File: src/rtl/tin_lane_pack_pkg.sv
// ============================================================================
// Module   : tin_lane_pack_pkg
// Brief    : Shared constants and lane-slice helper for the Tin lane packer.
// Revision : 1.0 - initial release
// ============================================================================
`default_nettype none

// CNN-wide defines; a project-level include may already provide them.
`ifndef Tin
`define Tin 8
`endif
`ifndef log2_Tin
`define log2_Tin 3
`endif

package tin_lane_pack_pkg;

    localparam int c_TIN_DEFAULT          = `Tin;
    localparam int c_LOG2_TIN_DEFAULT     = `log2_Tin;
    localparam int c_DATA_WIDTH_DEFAULT   = 16;
    localparam int c_FLUSH_CYCLES_DEFAULT = 16;

    // Low bit of lane j inside a packed word.
    function automatic int lane_lo(input int lane, input int width);
        return lane * width;
    endfunction

endpackage

`default_nettype wire

File: src/rtl/tin_pack_out_reg.sv
// ============================================================================
// Module   : tin_pack_out_reg
// Brief    : Output holding register for the lane packer (valid/ready slot).
// Revision : 1.0 - initial release
// ============================================================================
`default_nettype none

module tin_pack_out_reg #(
    parameter int DATA_WIDTH = 16,
    parameter int TIN        = 8,
    parameter int LOG2_TIN   = 3
) (
    input  logic                       clk,
    input  logic                       rst_n,
    input  logic                       load,
    input  logic [DATA_WIDTH*TIN-1:0]  load_dat,
    input  logic [LOG2_TIN:0]          load_cnt,
    input  logic                       m_ready,
    output logic                       m_valid,
    output logic [DATA_WIDTH*TIN-1:0]  m_dat,
    output logic [LOG2_TIN:0]          m_cnt,
    output logic                       s_ready
);

    logic                      r_valid;
    logic [DATA_WIDTH*TIN-1:0] r_dat;
    logic [LOG2_TIN:0]         r_cnt;

    // The slot can take a new word when empty or being drained this cycle.
    assign s_ready = !r_valid || m_ready;

    always_ff @(posedge clk or negedge rst_n) begin
        if (!rst_n) begin
            r_valid <= 1'b0;
            r_dat   <= '0;
            r_cnt   <= '0;
        end else if (load) begin
            r_valid <= 1'b1;
            r_dat   <= load_dat;
            r_cnt   <= load_cnt;
        end else if (r_valid && m_ready) begin
            r_valid <= 1'b0;
        end
    end

    assign m_valid = r_valid;
    assign m_dat   = r_dat;
    assign m_cnt   = r_cnt;

endmodule

`default_nettype wire

File: src/rtl/tin_lane_pack.sv
// ============================================================================
// Module   : tin_lane_pack
// Brief    : Serial-to-parallel packer gathering TIN elements into one word;
//            optional idle flush enabled by TIN_PACK_FLUSH_TIMEOUT_EN.
// Revision : 1.0 - initial release
// ============================================================================
`default_nettype none

module tin_lane_pack
    import tin_lane_pack_pkg::*;
#(
    parameter int DATA_WIDTH   = c_DATA_WIDTH_DEFAULT,
    parameter int TIN          = c_TIN_DEFAULT,
    parameter int LOG2_TIN     = c_LOG2_TIN_DEFAULT,
    parameter int FLUSH_CYCLES = c_FLUSH_CYCLES_DEFAULT
) (
    input  logic                       clk,
    input  logic                       rst_n,
    input  logic                       s_valid,
    output logic                       s_ready,
    input  logic [DATA_WIDTH-1:0]      s_dat,
    input  logic                       s_last,
    output logic                       m_valid,
    input  logic                       m_ready,
    output logic [DATA_WIDTH*TIN-1:0]  m_dat,
    output logic [LOG2_TIN:0]          m_cnt
);

    localparam int c_W = DATA_WIDTH * TIN;

    if (TIN < 2 || (1 << LOG2_TIN) != TIN || FLUSH_CYCLES < 1) begin : g_bad_params
        $error("tin_lane_pack: inconsistent TIN/LOG2_TIN/FLUSH_CYCLES");
    end

    logic [c_W-1:0]      r_fill;
    logic [LOG2_TIN-1:0] r_cnt;

    logic                w_in_beat;
    logic                w_complete;
    logic                w_flush;
    logic                w_load;
    logic [c_W-1:0]      w_word;
    logic [LOG2_TIN:0]   w_word_cnt;

    assign w_in_beat  = s_valid && s_ready;
    assign w_complete = w_in_beat && (s_last || (r_cnt == LOG2_TIN'(TIN - 1)));
    assign w_load     = w_complete || w_flush;
    assign w_word_cnt = {1'b0, r_cnt} + {{LOG2_TIN{1'b0}}, w_in_beat};

    // Lanes below cnt come from the fill buffer, lane cnt takes the current
    // beat (if any), everything above is forced to zero padding.
    always_comb begin
        w_word = '0;
        for (int j = 0; j < TIN; j++) begin
            if (j < int'(r_cnt)) begin
                w_word[lane_lo(j, DATA_WIDTH) +: DATA_WIDTH] = r_fill[lane_lo(j, DATA_WIDTH) +: DATA_WIDTH];
            end else if (j == int'(r_cnt) && w_in_beat) begin
                w_word[lane_lo(j, DATA_WIDTH) +: DATA_WIDTH] = s_dat;
            end
        end
    end

    always_ff @(posedge clk or negedge rst_n) begin
        if (!rst_n) begin
            r_fill <= '0;
            r_cnt  <= '0;
        end else if (w_load) begin
            r_fill <= '0;
            r_cnt  <= '0;
        end else if (w_in_beat) begin
            r_fill[lane_lo(int'(r_cnt), DATA_WIDTH) +: DATA_WIDTH] <= s_dat;
            r_cnt <= r_cnt + 1'b1;
        end
    end

`ifdef TIN_PACK_FLUSH_TIMEOUT_EN
    localparam int c_IDLE_W = $clog2(FLUSH_CYCLES + 1);

    logic [c_IDLE_W-1:0] r_idle;
    logic                w_idle_cycle;

    // Fires in the FLUSH_CYCLES-th idle cycle; saturates while the slot is busy.
    assign w_idle_cycle = !w_in_beat && (r_cnt != '0);
    assign w_flush      = w_idle_cycle && s_ready && (r_idle >= c_IDLE_W'(FLUSH_CYCLES - 1));

    always_ff @(posedge clk or negedge rst_n) begin
        if (!rst_n) begin
            r_idle <= '0;
        end else if (!w_idle_cycle || w_flush) begin
            r_idle <= '0;
        end else if (r_idle != c_IDLE_W'(FLUSH_CYCLES)) begin
            r_idle <= r_idle + 1'b1;
        end
    end
`else
    assign w_flush = 1'b0;
`endif

    tin_pack_out_reg #(
        .DATA_WIDTH (DATA_WIDTH),
        .TIN        (TIN),
        .LOG2_TIN   (LOG2_TIN)
    ) u_out_reg (
        .clk      (clk),
        .rst_n    (rst_n),
        .load     (w_load),
        .load_dat (w_word),
        .load_cnt (w_word_cnt),
        .m_ready  (m_ready),
        .m_valid  (m_valid),
        .m_dat    (m_dat),
        .m_cnt    (m_cnt),
        .s_ready  (s_ready)
    );

endmodule

`default_nettype wire
File: config.mk
export PLATFORM = sky130hd
export DESIGN_NAME = tin_lane_pack
export DESIGN_NICKNAME = d
export VERILOG_FILES = /design/src/rtl/tin_lane_pack_pkg.sv /design/src/rtl/tin_pack_out_reg.sv /design/src/rtl/tin_lane_pack.sv
export SDC_FILE = /design/constraint.sdc
export NUM_CORES = 1
export LEC_CHECK = 0
export ABC_AREA = 1
export CORE_MARGIN = 2
export CORE_UTILIZATION = 45
export CTS_CLUSTER_DIAMETER = 100
export DETAILED_ROUTE_END_ITERATION = 6
export PLACE_DENSITY = 0.72
export SLEW_MARGIN = 5
export SYNTH_ARGS = -nofsm -noshare
export SYNTH_HDL_FRONTEND = slang
export SYNTH_HIERARCHICAL = 1
export SYNTH_SLANG_ARGS = --single-unit
File: constraint.sdc
create_clock -name clk -period 4 [get_ports clk]
set_clock_uncertainty 0.2 [all_clocks]
set_input_delay 0.8 -clock clk [delete_from_list [all_inputs] [get_ports clk]]
set_output_delay 0.8 -clock clk [all_outputs]
set_load 0.05 [all_outputs]
==> impl_metrics.ini <==
[timing]
fin_setup_tns_ns = 0
hold_slack_ns = 0.0880
slew_viol_final = 0
rsz0062_at_grt = false
setup_viol = 0
hold_viol_final = 0
worst_slack_ns = 0.801
max_slew_margin_pct = 26.2
worstMarginPinSlew_ns = 1.11
post-route-period-util_pct = 80.0
fmax_ghz = 0.313
finalCriticalPeriod_ns = 3.20

[drt]
wl_mm = 36.5
ant_nets = 0
firstDrtPassIters = 6
vias = 10800
vias_per_cell = 5.48
wl_per_cell_um = 18.5
drcViolationCount = 0
drtIter0Drc = 1386

[cts]
cts_sinks = 248
cts_max_level = 1
post_cts_resized = 0
postCtsSetupRepairBufs = 0
cts_tree = built
clk_latency_ns = 0.56
root_buffer = clkbuf_16
cts_buffer_depth = 3
cts_buffers = 28
hold_buffers = 0
clk_pin_slew_ns = 0.06

[global_routing]
grt_pass1_wl_mm = 57.8
grt.total_usage_pct = 26.0
overflow = 0
grt_pass1_vias = 10500
grt_max_degree = 101
antenna_found_initial = 0

[worst_setup_path]
cp.arrival_ns = 2.20
end_kind = output pin
crit_type = in2out
required_ns = 3.00
critical_path_peak_fanout = 3
start_kind = input pin

[synth]
yosys_warnings = 6
netlist_instances = 1495
syn-num-nets = 1527
synth_area_per_cell_um2 = 7.89
synth_seq_area_share_pct = 52.6
synth-seq-cells = 248
syn-cell-area_mm2 = 0.0118
synth.distinct_cells = 29

[pwr]
ir_drop_mv = 0.277
p_total_mw = 6.69
total_leakage_power_nw = 7.39
p_per_area_mw_per_mm2 = 462

[finish]
fin_cells = 1971
nNetsFinal = 1649
syn_to_final_growth_pct = 22.9
n_antenna_cell = 0
layout-drive-gt1-share_pct = 6.54

[floorplan]
pin_count = 155
die_area_mm2 = 0.0275
die_w_um = 166
num_rows = 59
start_util_pct = 45.5
core_mm2 = 0.0259
die_y_um = 166

[placed_design]
dp_hpwl_mm = 24.2
placed_cells = 1922
gp_congestion = 0.949
numPortBuffers = 154
pre_cts_ws_ns = 0.636

[min_path]
min_path_type = in2async

[run]
maxCapViolCount = 0

[run_status]
status = complete, no violations
[cell usage after synthesis]
library cell,n,share of area (%)
clkbuf_1,25,0.80
o22ai_1,2,0.11
nand3_1,202,8.6
buf_4,13,0.83
nor3_4,1,0.14
nor3_2,1,0.085
o31ai_1,32,2.0
dfrtp_1,248,53
inv_2,8,0.25
nor2_4,1,0.095
nor2_1,56,1.8
nand3_2,3,0.25
o21ai_0,82,3.5
clkinv_1,4,0.13
nand2_1,645,21
nor2_2,3,0.16
nor3_1,4,0.17
inv_1,54,1.7
buf_2,48,2.0
nand2_2,2,0.11
inv_4,1,0.053
buf_6,10,0.95
ha_1,11,1.2
o21ai_1,32,1.4
nand2_4,1,0.095
xor2_1,1,0.074
or2_1,1,0.053
nand4_2,3,0.32
a21oi_2,1,0.074
[sequential cells by signal, summed over array words and instances, names as in the netlist]
signal / count
u_out_reg/m_dat: 128
r_fill: 112
u_out_reg/m_cnt: 4
r_cnt: 3
u_out_reg/m_valid: 1
[cells by family (layout without fill, tap and decap cells)]
family | after synthesis | in the layout | synth area share (%)
and+or+nand+nor | 923 | 923 | 32.3
DFF | 248 | 248 | 52.6
buffers and inverters | 163 | 304 | 6.77
AOI/OAI and AO/OA | 149 | 149 | 7.05
adders and majority gates | 11 | 11 | 1.17
xor gates and xnor gates | 1 | 1 | 0.0742
[path summary, 6_finish.rpt]
check	from	endpoint	slack (ns)	cells after the start
max	m_ready	s_ready	0.80	4
min in group clk	u_out_reg/m_dat[112]	u_out_reg/m_dat[112]	0.27	2
min reg2reg	u_out_reg/m_dat[112]	u_out_reg/m_dat[112]	0.27	2
max reg2reg	r_cnt[2]	r_fill[26]	1.00	8
max in group asynchronous	rst_n	u_out_reg/m_dat[35]	2.65	2
min	rst_n	u_out_reg/m_dat[83]	0.09	1
[where the power goes]
group          internal, mW  total (mW)  leakage (nW)  switching, mW
logic                 0.342        1.30          3.49          0.960
clock network          1.56        2.61         0.463           1.06
registers              2.66        2.78          3.44          0.120
[final cells by class]
| class | count | area, um^2 |
|---|---|---|
| flip-flops and latches | 248 | 6210 |
| well taps | 335 | 419 |
| clock buffers | 40 | 826 |
| multi-input cells | 1084 | 4810 |
| clock inverters | 9 | 113 |
| fillers | 2368 | 11400 |
| repair buffers | 188 | 1880 |
| inverters | 67 | 254 |
[metrics by stage]
| step | instance area (um^2) | util (%) |
|---|---|---|
| 2_1_floorplan | 11800 | - |
| 3_3_place_gp | 13600 | 52.4 |
| 3_5_place_dp | 13600 | 52.4 |
| 4_1_cts | 14500 | 56.0 |
| 5_1_grt | 14500 | 56.0 |
| 6_report | 14500 | 56.0 |
[metal layers]
layer / routed length [um] / GRT usage [%]
met3: 3210 / 4.62
met4: 1170 / 8.36
met5: 0 / 0
met1: 15900 / 38.0
met2: 16200 / 39.7
[cells in the final DEF (no fill, tap or decap), types with 3 or more instances in the layout]
master / Yosys / routed
nor3_1: 4 / 4
nor2_2: 3 / 3
clkbuf_1: 25 / 4
inv_1: 54 / 54
buf_12: 0 / 6
dfrtp_1: 248 / 248
clkdlybuf4s50_1: 0 / 153
clkbuf_8: 0 / 8
nand3_2: 3 / 3
o21ai_1: 32 / 32
clkbuf_16: 0 / 28
clkinv_2: 0 / 4
o21ai_0: 82 / 82
nand4_2: 3 / 3
clkinv_1: 4 / 4
ha_1: 11 / 11
nor2_1: 56 / 55
nand2_1: 645 / 644
buf_4: 13 / 28
o31ai_1: 32 / 32
inv_2: 8 / 8
nand3_1: 202 / 202
[worst max-delay path, cell delays in order]
cell,delay (ns)
clkdlybuf4s50_1,0.46
inv_1,0.04
nand2_1,0.09
clkdlybuf4s50_1,0.81
(Power assumes the default switching activity.)
